**src/rtl/glyph_plotter.sv**
```systemverilog
`default_nettype none
// +--------------------------------------------------------------------------+
// | glyph_plotter                                                            |
// | Renders 8x8 font glyphs on a 40x30 text grid as one VGA pixel per cycle. |
// | Revision: 1.0                                                            |
// +--------------------------------------------------------------------------+
module glyph_plotter #(
  parameter int         COLS      = 40,
  parameter int         ROWS      = 30,
  parameter logic [2:0] BG_COLOUR = 3'b111
) (
  input  logic       CLOCK_50,
  input  logic       reset,
  input  logic [7:0] char,
  input  logic [2:0] char_fg,
  input  logic       char_valid,
  output logic       char_ready,
  output logic [9:0] font_addr,
  input  logic [7:0] font_row,
  output logic [8:0] x,
  output logic [7:0] y,
  output logic [2:0] colour,
  output logic       plot
);

  localparam logic [2:0] c_S_IDLE    = 3'd0;
  localparam logic [2:0] c_S_FETCH   = 3'd1;
  localparam logic [2:0] c_S_LATCH   = 3'd2;
  localparam logic [2:0] c_S_PLOT    = 3'd3;
  localparam logic [2:0] c_S_ADVANCE = 3'd4;
  localparam logic [2:0] c_S_NEWLINE = 3'd5;

  logic [2:0] r_state;
  logic [2:0] w_state_nxt;
  logic [5:0] r_col;
  logic [4:0] r_row;
  logic [2:0] r_glyph_row;
  logic [2:0] r_px;
  logic [6:0] r_char;
  logic [2:0] r_fg;
  logic [7:0] r_row_bits;
  logic [8:0] r_x_hold;
  logic [7:0] r_y_hold;
  logic [2:0] r_colour_hold;

  logic       w_is_nl;
  logic       w_is_cr;
  logic       w_printable;
  logic [6:0] w_code_eff;
  logic [4:0] w_row_inc;
  logic [8:0] w_x;
  logic [7:0] w_y;
  logic [2:0] w_colour;

  assign w_is_nl     = (char == 8'h0A);
  assign w_is_cr     = (char == 8'h0D);
  assign w_printable = (char >= 8'h20) && (char < 8'h7F);
  assign w_code_eff  = w_printable ? char[6:0] : 7'h20;
  assign w_row_inc   = (r_row == 5'(ROWS - 1)) ? 5'd0 : r_row + 5'd1;

  // Cell origins are multiples of 8, so concatenation replaces the adders.
  assign w_x      = {r_col, r_px};
  assign w_y      = {r_row, r_glyph_row};
  assign w_colour = r_row_bits[3'd7 - r_px] ? r_fg : BG_COLOUR;

  assign font_addr = {r_char, r_glyph_row};

  always_ff @(posedge CLOCK_50) begin
    if (reset) r_state <= c_S_IDLE;
    else       r_state <= w_state_nxt;
  end

  always_comb begin
    w_state_nxt = r_state;
    case (r_state)
      c_S_IDLE: begin
        if (char_valid) begin
          if (w_is_nl)       w_state_nxt = c_S_NEWLINE;
          else if (!w_is_cr) w_state_nxt = c_S_FETCH;
        end
      end
      c_S_FETCH: w_state_nxt = c_S_LATCH;
      c_S_LATCH: w_state_nxt = c_S_PLOT;
      c_S_PLOT: begin
        if (r_px == 3'd7)
          w_state_nxt = (r_glyph_row == 3'd7) ? c_S_ADVANCE : c_S_FETCH;
      end
      c_S_ADVANCE: w_state_nxt = c_S_IDLE;
      c_S_NEWLINE: w_state_nxt = c_S_IDLE;
      default:     w_state_nxt = c_S_IDLE;
    endcase
  end

  always_comb begin
    char_ready = 1'b0;
    plot       = 1'b0;
    x          = r_x_hold;
    y          = r_y_hold;
    colour     = r_colour_hold;
    case (r_state)
      c_S_IDLE: char_ready = 1'b1;
      c_S_PLOT: begin
        plot   = 1'b1;
        x      = w_x;
        y      = w_y;
        colour = w_colour;
      end
      default: ;
    endcase
  end

  always_ff @(posedge CLOCK_50) begin
    if (reset) begin
      r_col         <= '0;
      r_row         <= '0;
      r_glyph_row   <= '0;
      r_px          <= '0;
      r_char        <= '0;
      r_fg          <= '0;
      r_row_bits    <= '0;
      r_x_hold      <= '0;
      r_y_hold      <= '0;
      r_colour_hold <= '0;
    end else begin
      case (r_state)
        c_S_IDLE: begin
          if (char_valid) begin
            r_char <= w_code_eff;
            r_fg   <= char_fg;
          end
        end
        c_S_LATCH: begin
          r_row_bits <= font_row;
          r_px       <= 3'd0;
        end
        c_S_PLOT: begin
          r_px          <= r_px + 3'd1;
          r_x_hold      <= w_x;
          r_y_hold      <= w_y;
          r_colour_hold <= w_colour;
          if (r_px == 3'd7 && r_glyph_row != 3'd7)
            r_glyph_row <= r_glyph_row + 3'd1;
        end
        c_S_ADVANCE: begin
          r_glyph_row <= 3'd0;
          if (r_col == 6'(COLS - 1)) begin
            r_col <= 6'd0;
            r_row <= w_row_inc;
          end else begin
            r_col <= r_col + 6'd1;
          end
        end
        c_S_NEWLINE: begin
          r_col <= 6'd0;
          r_row <= w_row_inc;
        end
        default: ;
      endcase
    end
  end

endmodule
`default_nettype wire

```
**config.mk**
```make
export PLATFORM = sky130hd
export DESIGN_NAME = glyph_plotter
export DESIGN_NICKNAME = d
export VERILOG_FILES = /design/src/rtl/glyph_plotter.sv
export SDC_FILE = /design/constraint.sdc
export NUM_CORES = 1
export LEC_CHECK = 0
export CORE_MARGIN = 2
export CORE_UTILIZATION = 43
export DETAILED_ROUTE_END_ITERATION = 8
export PLACE_DENSITY = 0.72
export SLEW_MARGIN = 0
export SYNTH_ARGS = -nofsm -noshare
export SYNTH_HDL_FRONTEND = slang
export SYNTH_SLANG_ARGS = --single-unit
```
**constraint.sdc**
```tcl
create_clock -name CLOCK_50 -period 3.2 [get_ports CLOCK_50]
set_input_delay 0.64 -clock CLOCK_50 [delete_from_list [all_inputs] [get_ports CLOCK_50]]
set_output_delay 0.64 -clock CLOCK_50 [all_outputs]
set_load 0.005 [all_outputs]
```
==> results.json, run 1 <==
{
  "outcome": "finished clean",
  "pre_cts_ws_ns": 0.4561,
  "drt-total-wl_mm": 5.512,
  "h-tree-depth": 3,
  "crit_chain": "mux2_2, or3_1, nand4_1, o22a_1, clkdlybuf4s50_1",
  "cpPeakStageDelay_ns": 0.51,
  "path_class": "reg -> out",
  "ir_drop_mv": 0.2819,
  "synth_cell_types": 49,
  "final_antenna_net_count": 0,
  "p_comb_frac": 0.096,
  "drt_first_pass_iters": 4,
  "slew_headroom": 0.5890,
  "r2r.worst_path.cells": 4,
  "drcViolationCount": 0,
  "syn_area_um2": 2565,
  "grt_remaining_overflow": 0,
  "viasPerCell": 5.136,
  "crit_required_ns": 2.56,
  "pwr_density_cell_nw_per_um2": 439.6,
  "grt_max_degree": 24,
  "synth_warnings": 0,
  "grt_use_total": 0.1743,
  "wire_per_inst_um": 12.53,
  "dp_cells": 423,
  "cts.clk_slew.worst_paths_ns": 0.06,
  "p_leak_nw": 1.304,
  "p_clk_frac": 0.388,
  "die_y_um": 81.24,
  "syn_avg_cell_area_um2": 8.382,
  "numCtsBuffers": 9,
  "final.fill_count": 557,
  "io_pins": 54,
  "drv_cap": 0,
  "cts_buffer_depth": 2,
  "row_count": 28,
  "cp_data_arrival_time_ns": 2.41,
  "crit_path_max_fanout": 8,
  "post-dp-hpwl_mm": 3.785,
  "antenna_found_initial": 0,
  "cts-root-buf": "clkbuf_8",
  "finalWorstSetupSlack_ns": 0.1462,
  "max_freq_mhz": 327.5,
  "io_buffers": 53,
  "synth_edf_count": 0,
  "fin_nets": 389,
  "min_period_over_period": 0.9543,
  "die_w_um": 81.24,
  "syn_nets": 335,
  "drive_gt1_frac": 0.06849,
  "rsz0062_at_grt": "no",
  "tightest_slew_ns": 0.6146,
  "area_growth_pct": 29.76,
  "antenna_cells": 0,
  "setup_viol": 0,
  "worstHoldPathType": "reg -> reg",
  "postCtsSetupRepairBufs": 0,
  "initial_core_util": 0.4384,
  "grt_pass1_vias": 2093,
  "seq_area_frac_synth": 0.4527,
  "hold_viol": 0,
  "power_frac_seq": 0.516,
  "p_int_mw": 1.109,
  "multi_input_area_um2": 1336,
  "die-area_um2": 6599,
  "setup_tns_ns": 0,
  "end_kind": "output port",
  "slowest_stage": "dfxtp_1",
  "fin_area_um2": 3328,
  "synthArstFlopShare": 0,
  "finalNonFillerCells": 440,
  "netlist_instances": 306,
  "cts_tree": "yes",
  "synth_ff_type": "dfxtp_1",
  "power.switching_mw": 0.3543,
  "coreArea_um2": 5851,
  "min_period_ns": 3.054,
  "start_kind": "flop",
  "seq_area_um2": 1162,
  "drtIter0Drc": 108,
  "placed_cell_area_um2": 3152,
  "hold_depth": 2,
  "gp_congestion": 0.7640,
  "num_vias": 2260,
  "fin_skew_ns": 0.004434,
  "hold_buffers": 0,
  "p_sw_frac": 0.2422,
  "grt_first_pass_wirelength_mm": 8.887,
  "cts.sinks": 58,
  "drv_slew": 0,
  "clock_latency_ns": 0.33,
  "ys_ff_latch": 58
}
-- placed cells by master, fill, tap and decap left out, types with 2 or more instances in the layout --
master           netlist  layout
ha_1                   7       7
inv_1                  3       3
xor2_1                 3       3
nor4_1                 2       2
nand2_1               73      73
a211oi_1               2       2
mux2i_1                6       6
a41oi_1                2       2
nand2b_1               3       3
nor2b_1                5       5
o22a_1                 3       3
xnor2_1                4       4
dfxtp_1               58      57
clkbuf_1               6       3
buf_4                  1       4
a21oi_1               34      34
clkinv_2               0       3
nand4_1                3       3
and2_1                 2       2
clkdlybuf4s50_1        0      53
o21bai_1               2       2
o21a_1                 3       3
nor3_1                 4       4
nand3_1                5       5
a22o_1                 6       6
nor3b_1                3       3
o21ai_0               12      12
nand3b_1               2       2
clkbuf_8               0      10
nor2_1                24      24
-- routing by layer --
metal	part of all wire	track usage	wire length, um	vias up
met5	0	0	0	-
met4	0.015	0.05593	80	0
met3	0.040	0.06667	223	10
met2	0.51	0.3124	2805	41
met1	0.44	0.1885	2402	1039
li1	-	-	-	1170
-- critical path, delay by kind of cell (launching register included) --
family / cells / cell delay (ns)
mux: 1 / 0.37
flops: 1 / 0.51
buf+inv: 1 / 0.49
compound gates: 1 / 0.20
simple gates: 2 / 0.52
-- area by class of cell --
type / count / share of cell area
inverter: 3 / 0.003383
tap: 75 / 0.02820
clock inverter: 3 / 0.004511
timing repair buffer: 57 / 0.1684
sequential: 58 / 0.3492
clock buffer: 13 / 0.04474
multi-input combinational: 231 / 0.4015
-- power by group through the flow --
| stage | combinational (mW) | sequential [mW] | clock [mW] |
|---|---|---|---|
| 6_report | 0.140 | 0.755 | 0.568 |
| 4_1_cts | 0.141 | 0.753 | 0.583 |
| 3_3_place_gp | 0.139 | 0.768 | 0 |
| 3_5_place_dp | 0.140 | 0.769 | 0 |
| 5_1_grt | 0.154 | 0.757 | 0.619 |
| 2_1_floorplan | 0.0775 | 0.765 | 0 |
-- stage by stage --
stage / util / total power [mW] / hold WS, ns
3_5_place_dp: 0.5387 / 0.9088 / 0.4556
4_1_cts: 0.5667 / 1.476 / 0.4638
5_1_grt: 0.5689 / 1.531 / 0.4789
3_3_place_gp: 0.5387 / 0.9070 / 0.4506
2_1_floorplan: - / 0.8422 / 0.4443
6_report: 0.5689 / 1.463 / 0.4631
-- state kept, by name (all words and copies together), names as in the netlist --
register and flops:
r_x_hold 9, r_row_bits 8, r_y_hold 8, r_char 7
r_col 6, r_row 5, r_colour_hold 3, r_fg 3
r_glyph_row 3, r_px 3, r_state 3
-- path summary, 6_finish.rpt --
kind	start	end	slack (ns)
worst min register to register	r_x_hold[4]	r_x_hold[4]	0.46
worst max register to register	r_state[2]	r_glyph_row[2]	1.48
worst min-delay path	r_x_hold[4]	r_x_hold[4]	0.46
worst max-delay path	r_px[0]	colour[0]	0.15
-- what timing repair did --
| item | 4_1_cts | 5_1_grt |
|---|---|---|
| endpoints found under the hold margin | 0 | 0 |
| setup endpoints to repair | 0 | 10 |
| resized for setup | 0 | 1 |
-- Yosys cell counts, drive strengths merged (2+ instances only) --
| cell type | number | area share |
|---|---|---|
| a211oi | 3 | 0.011 |
| a21oi | 34 | 0.066 |
| a22o | 6 | 0.020 |
| a41oi | 2 | 0.0068 |
| and2 | 2 | 0.0049 |
| buf | 9 | 0.018 |
| clkbuf | 6 | 0.0088 |
| dfxtp | 58 | 0.45 |
| ha | 7 | 0.034 |
| inv | 3 | 0.0044 |
| mux2i | 6 | 0.023 |
| nand2 | 74 | 0.11 |
| nand2b | 3 | 0.0073 |
| nand3 | 5 | 0.0098 |
| nand3b | 3 | 0.014 |
| nand4 | 3 | 0.0073 |
| nor2 | 24 | 0.035 |
| nor2b | 5 | 0.012 |
| nor3 | 5 | 0.014 |
| nor3b | 4 | 0.014 |
| nor4 | 2 | 0.0049 |
| o21a | 3 | 0.0088 |
| o21ai | 12 | 0.023 |
| o21bai | 2 | 0.0059 |
| o22a | 3 | 0.010 |
| xnor2 | 4 | 0.014 |
| xor2 | 3 | 0.010 |
-- cells by family (layout without fill, tap and decap cells) --
logic type                 Yosys count  in the layout  synth area share
and+or+nand+nor                    139            140            0.2615
AOI/OAI and AO/OA                   70             70            0.1693
DFF                                 58             58            0.4527
buffers and inverters               18             76           0.03073
adders and majority gates            7              7           0.03414
xor gates and xnor gates             7              7           0.02390
muxes                                7              7           0.02781
(Power assumes the default switching activity.)
==> run 2: changes to the inputs <==
--- a/config.mk
+++ b/config.mk
@@ -9,7 +9,6 @@
 export CORE_UTILIZATION = 43
 export DETAILED_ROUTE_END_ITERATION = 8
 export PLACE_DENSITY = 0.72
-export SLEW_MARGIN = 0
 export SYNTH_ARGS = -nofsm -noshare
 export SYNTH_HDL_FRONTEND = slang
 export SYNTH_SLANG_ARGS = --single-unit
==> results of run 2 <==
Same layout as run 1: the final DEF is identical, and so are final timing and power.
==> run 3: changes to the inputs <==
--- a/config.mk
+++ b/config.mk
@@ -8,7 +8,7 @@
 export CORE_MARGIN = 2
 export CORE_UTILIZATION = 43
 export DETAILED_ROUTE_END_ITERATION = 8
-export PLACE_DENSITY = 0.72
+export PLACE_DENSITY_LB_ADDON = 0.1
 export SYNTH_ARGS = -nofsm -noshare
 export SYNTH_HDL_FRONTEND = slang
 export SYNTH_SLANG_ARGS = --single-unit
==> run 3 against run 2 <==
Effect of this change:
- clock-buffer cell count decreased by 3
- wire length is 2.1% higher
- design area is 1.1% higher
- non-clock buffer count grew 2
- register-to-register slack about the same
- combinational power grew 3%
- die area did not move
- setup slack better by 0.089 ns
- clock power increased by 17%
- sequential power decreased by 0.7%
- largest power group unchanged
- highest routed layer unchanged
==> results.json, run 3 (synthesized netlist as in run 1, its figures left out) <==
{
  "outcome": "finished clean",
  "layout_commonest_cell": "nand2_1",
  "die-area_um2": 6599,
  "cts_tree": "yes",
  "io_pins": 54,
  "drive_gt1_frac": 0.07945,
  "cts.clk_slew.worst_paths_ns": 0.06,
  "hold_slack_ns": 0.4665,
  "cts_buffer_depth": 2,
  "grt_pass1_vias": 2175,
  "grt_use_total": 0.1891,
  "fin_skew_ns": 0.007868,
  "p_leak_nw": 1.309,
  "postCtsSetupRepairBufs": 0,
  "setup_viol": 0,
  "h-tree-depth": 3,
  "viasPerCell": 5.139,
  "pwr_density_cell_nw_per_um2": 463.3,
  "hold_viol": 0,
  "fin_nets": 390,
  "max_freq_mhz": 337.3,
  "crit_chain": "mux2_2, or3_1, nand4_1, o22a_1, clkdlybuf4s50_1",
  "layout_common_cells": "nand2_1, dfxtp_1, clkdlybuf4s50_1",
  "largest-register": "r_x_hold",
  "drv_slew": 0,
  "drcViolationCount": 0,
  "area_growth_pct": 31.17,
  "placed_cell_area_um2": 3167,
  "cp_data_arrival_time_ns": 2.32,
  "gp_congestion": 0.7729,
  "final.fill_count": 548,
  "end_kind": "output port",
  "setup_tns_ns": 0,
  "slew_headroom": 0.6713,
  "post-dp-hpwl_mm": 3.875,
  "tightest_slew_ns": 0.4913,
  "path_class": "reg -> out",
  "io_buffers": 53,
  "initial_core_util": 0.4384,
  "cpPeakStageDelay_ns": 0.50,
  "numCtsBuffers": 9,
  "min_period_ns": 2.965,
  "wire_per_inst_um": 12.78,
  "grt_remaining_overflow": 0,
  "antenna_found_initial": 0,
  "worstHoldPathType": "reg -> reg",
  "drtIter0Drc": 50,
  "cts-root-buf": "clkbuf_8",
  "start_kind": "flop",
  "die_w_um": 81.24,
  "clock_latency_ns": 0.33,
  "ir_drop_mv": 0.2428,
  "crit_path_max_fanout": 8,
  "coreArea_um2": 5851,
  "cts.sinks": 58,
  "drt-total-wl_mm": 5.625,
  "largest_reg_flops": 9,
  "final_antenna_net_count": 0,
  "reg.largest.list": "r_x_hold (9), r_row_bits (8), r_y_hold (8)",
  "die_y_um": 81.24,
  "drv_cap": 0,
  "row_count": 28,
  "antenna_cells": 0,
  "min_period_over_period": 0.9265,
  "grt_max_degree": 24,
  "drt_first_pass_iters": 4,
  "fin_area_um2": 3364,
  "crit_required_ns": 2.56,
  "grt_first_pass_wirelength_mm": 9.584,
  "rsz0062_at_grt": "no",
  "num_vias": 2261,
  "slowest_stage": "clkdlybuf4s50_1"
}
-- run 3: changes by cell type in the layout (fill, tap and decap cells not counted), sizes merged --
| cell | delta |
|---|---|
| clkbuf | -3 |
| clkinvlp | +3 |
| buf | +2 |
| bufinv | +1 |
| clkinv | -1 |
| inv | -1 |
| nand3b | -1 |
-- run 3: layer usage --
metal,vias to the layer above,wire length [um],track usage
met4,0,126,0.1000
met3,11,152,0.03778
met5,-,0,0
met2,40,2643,0.3116
li1,1165,-,-
met1,1045,2703,0.2326
-- run 3: critical path, delay by kind of cell (launching register included) --
family / cells / cell delay [ns]
and+or+nand+nor: 2 / 0.50
muxes: 1 / 0.35
buffers and inverters: 1 / 0.50
DFF: 1 / 0.44
AOI/OAI and AO/OA: 1 / 0.20
-- run 3: worst paths after layout --
check / to / startpoint / slack [ns] / cells after the start
hold reg to reg: r_y_hold[5] / r_y_hold[5] / 0.47 / 2
hold / removal: r_y_hold[5] / r_y_hold[5] / 0.47 / 2
setup / recovery: colour[2] / r_px[0] / 0.24 / 5
setup reg to reg: r_char[6] / r_state[0] / 1.49 / 5
-- run 3: layout make-up --
| class | count | area, um2 | area share |
|---|---|---|---|
| inverter | 3 | 15.01 | 0.004463 |
| clock buffer | 10 | 137.6 | 0.04091 |
| clock inverter | 5 | 55.05 | 0.01636 |
| multi-input combinational | 230 | 1325 | 0.3938 |
| timing repair buffer | 59 | 575.6 | 0.1711 |
| tap | 75 | 93.84 | 0.02789 |
| sequential | 58 | 1162 | 0.3455 |
-- run 3: stage by stage --
| stage | cells | worst slack [ns] | power (mW) | utilization |
|---|---|---|---|---|
| 3_5_place_dp | 425 | 0.4727 | 0.9110 | 0.5413 |
| 2_1_floorplan | 306 | 1.125 | 0.8422 | - |
| 5_1_grt | 440 | 0.1098 | 1.627 | 0.5751 |
| 6_report | 440 | 0.2352 | 1.559 | 0.5751 |
| 3_3_place_gp | 425 | 0.4841 | 0.9101 | 0.5413 |
| 4_1_cts | 440 | 0.09205 | 1.574 | 0.5742 |
-- run 3: repair_timing --
action	in CTS	in global routing
gates resized for setup	0	2
setup endpoints to repair	0	10
hold buffers	0	0
-- run 3: power breakdown --
part / switching (mW) / internal [mW]
sequential: 0.0115 / 0.739
clock: 0.291 / 0.373
combinational: 0.0714 / 0.0724
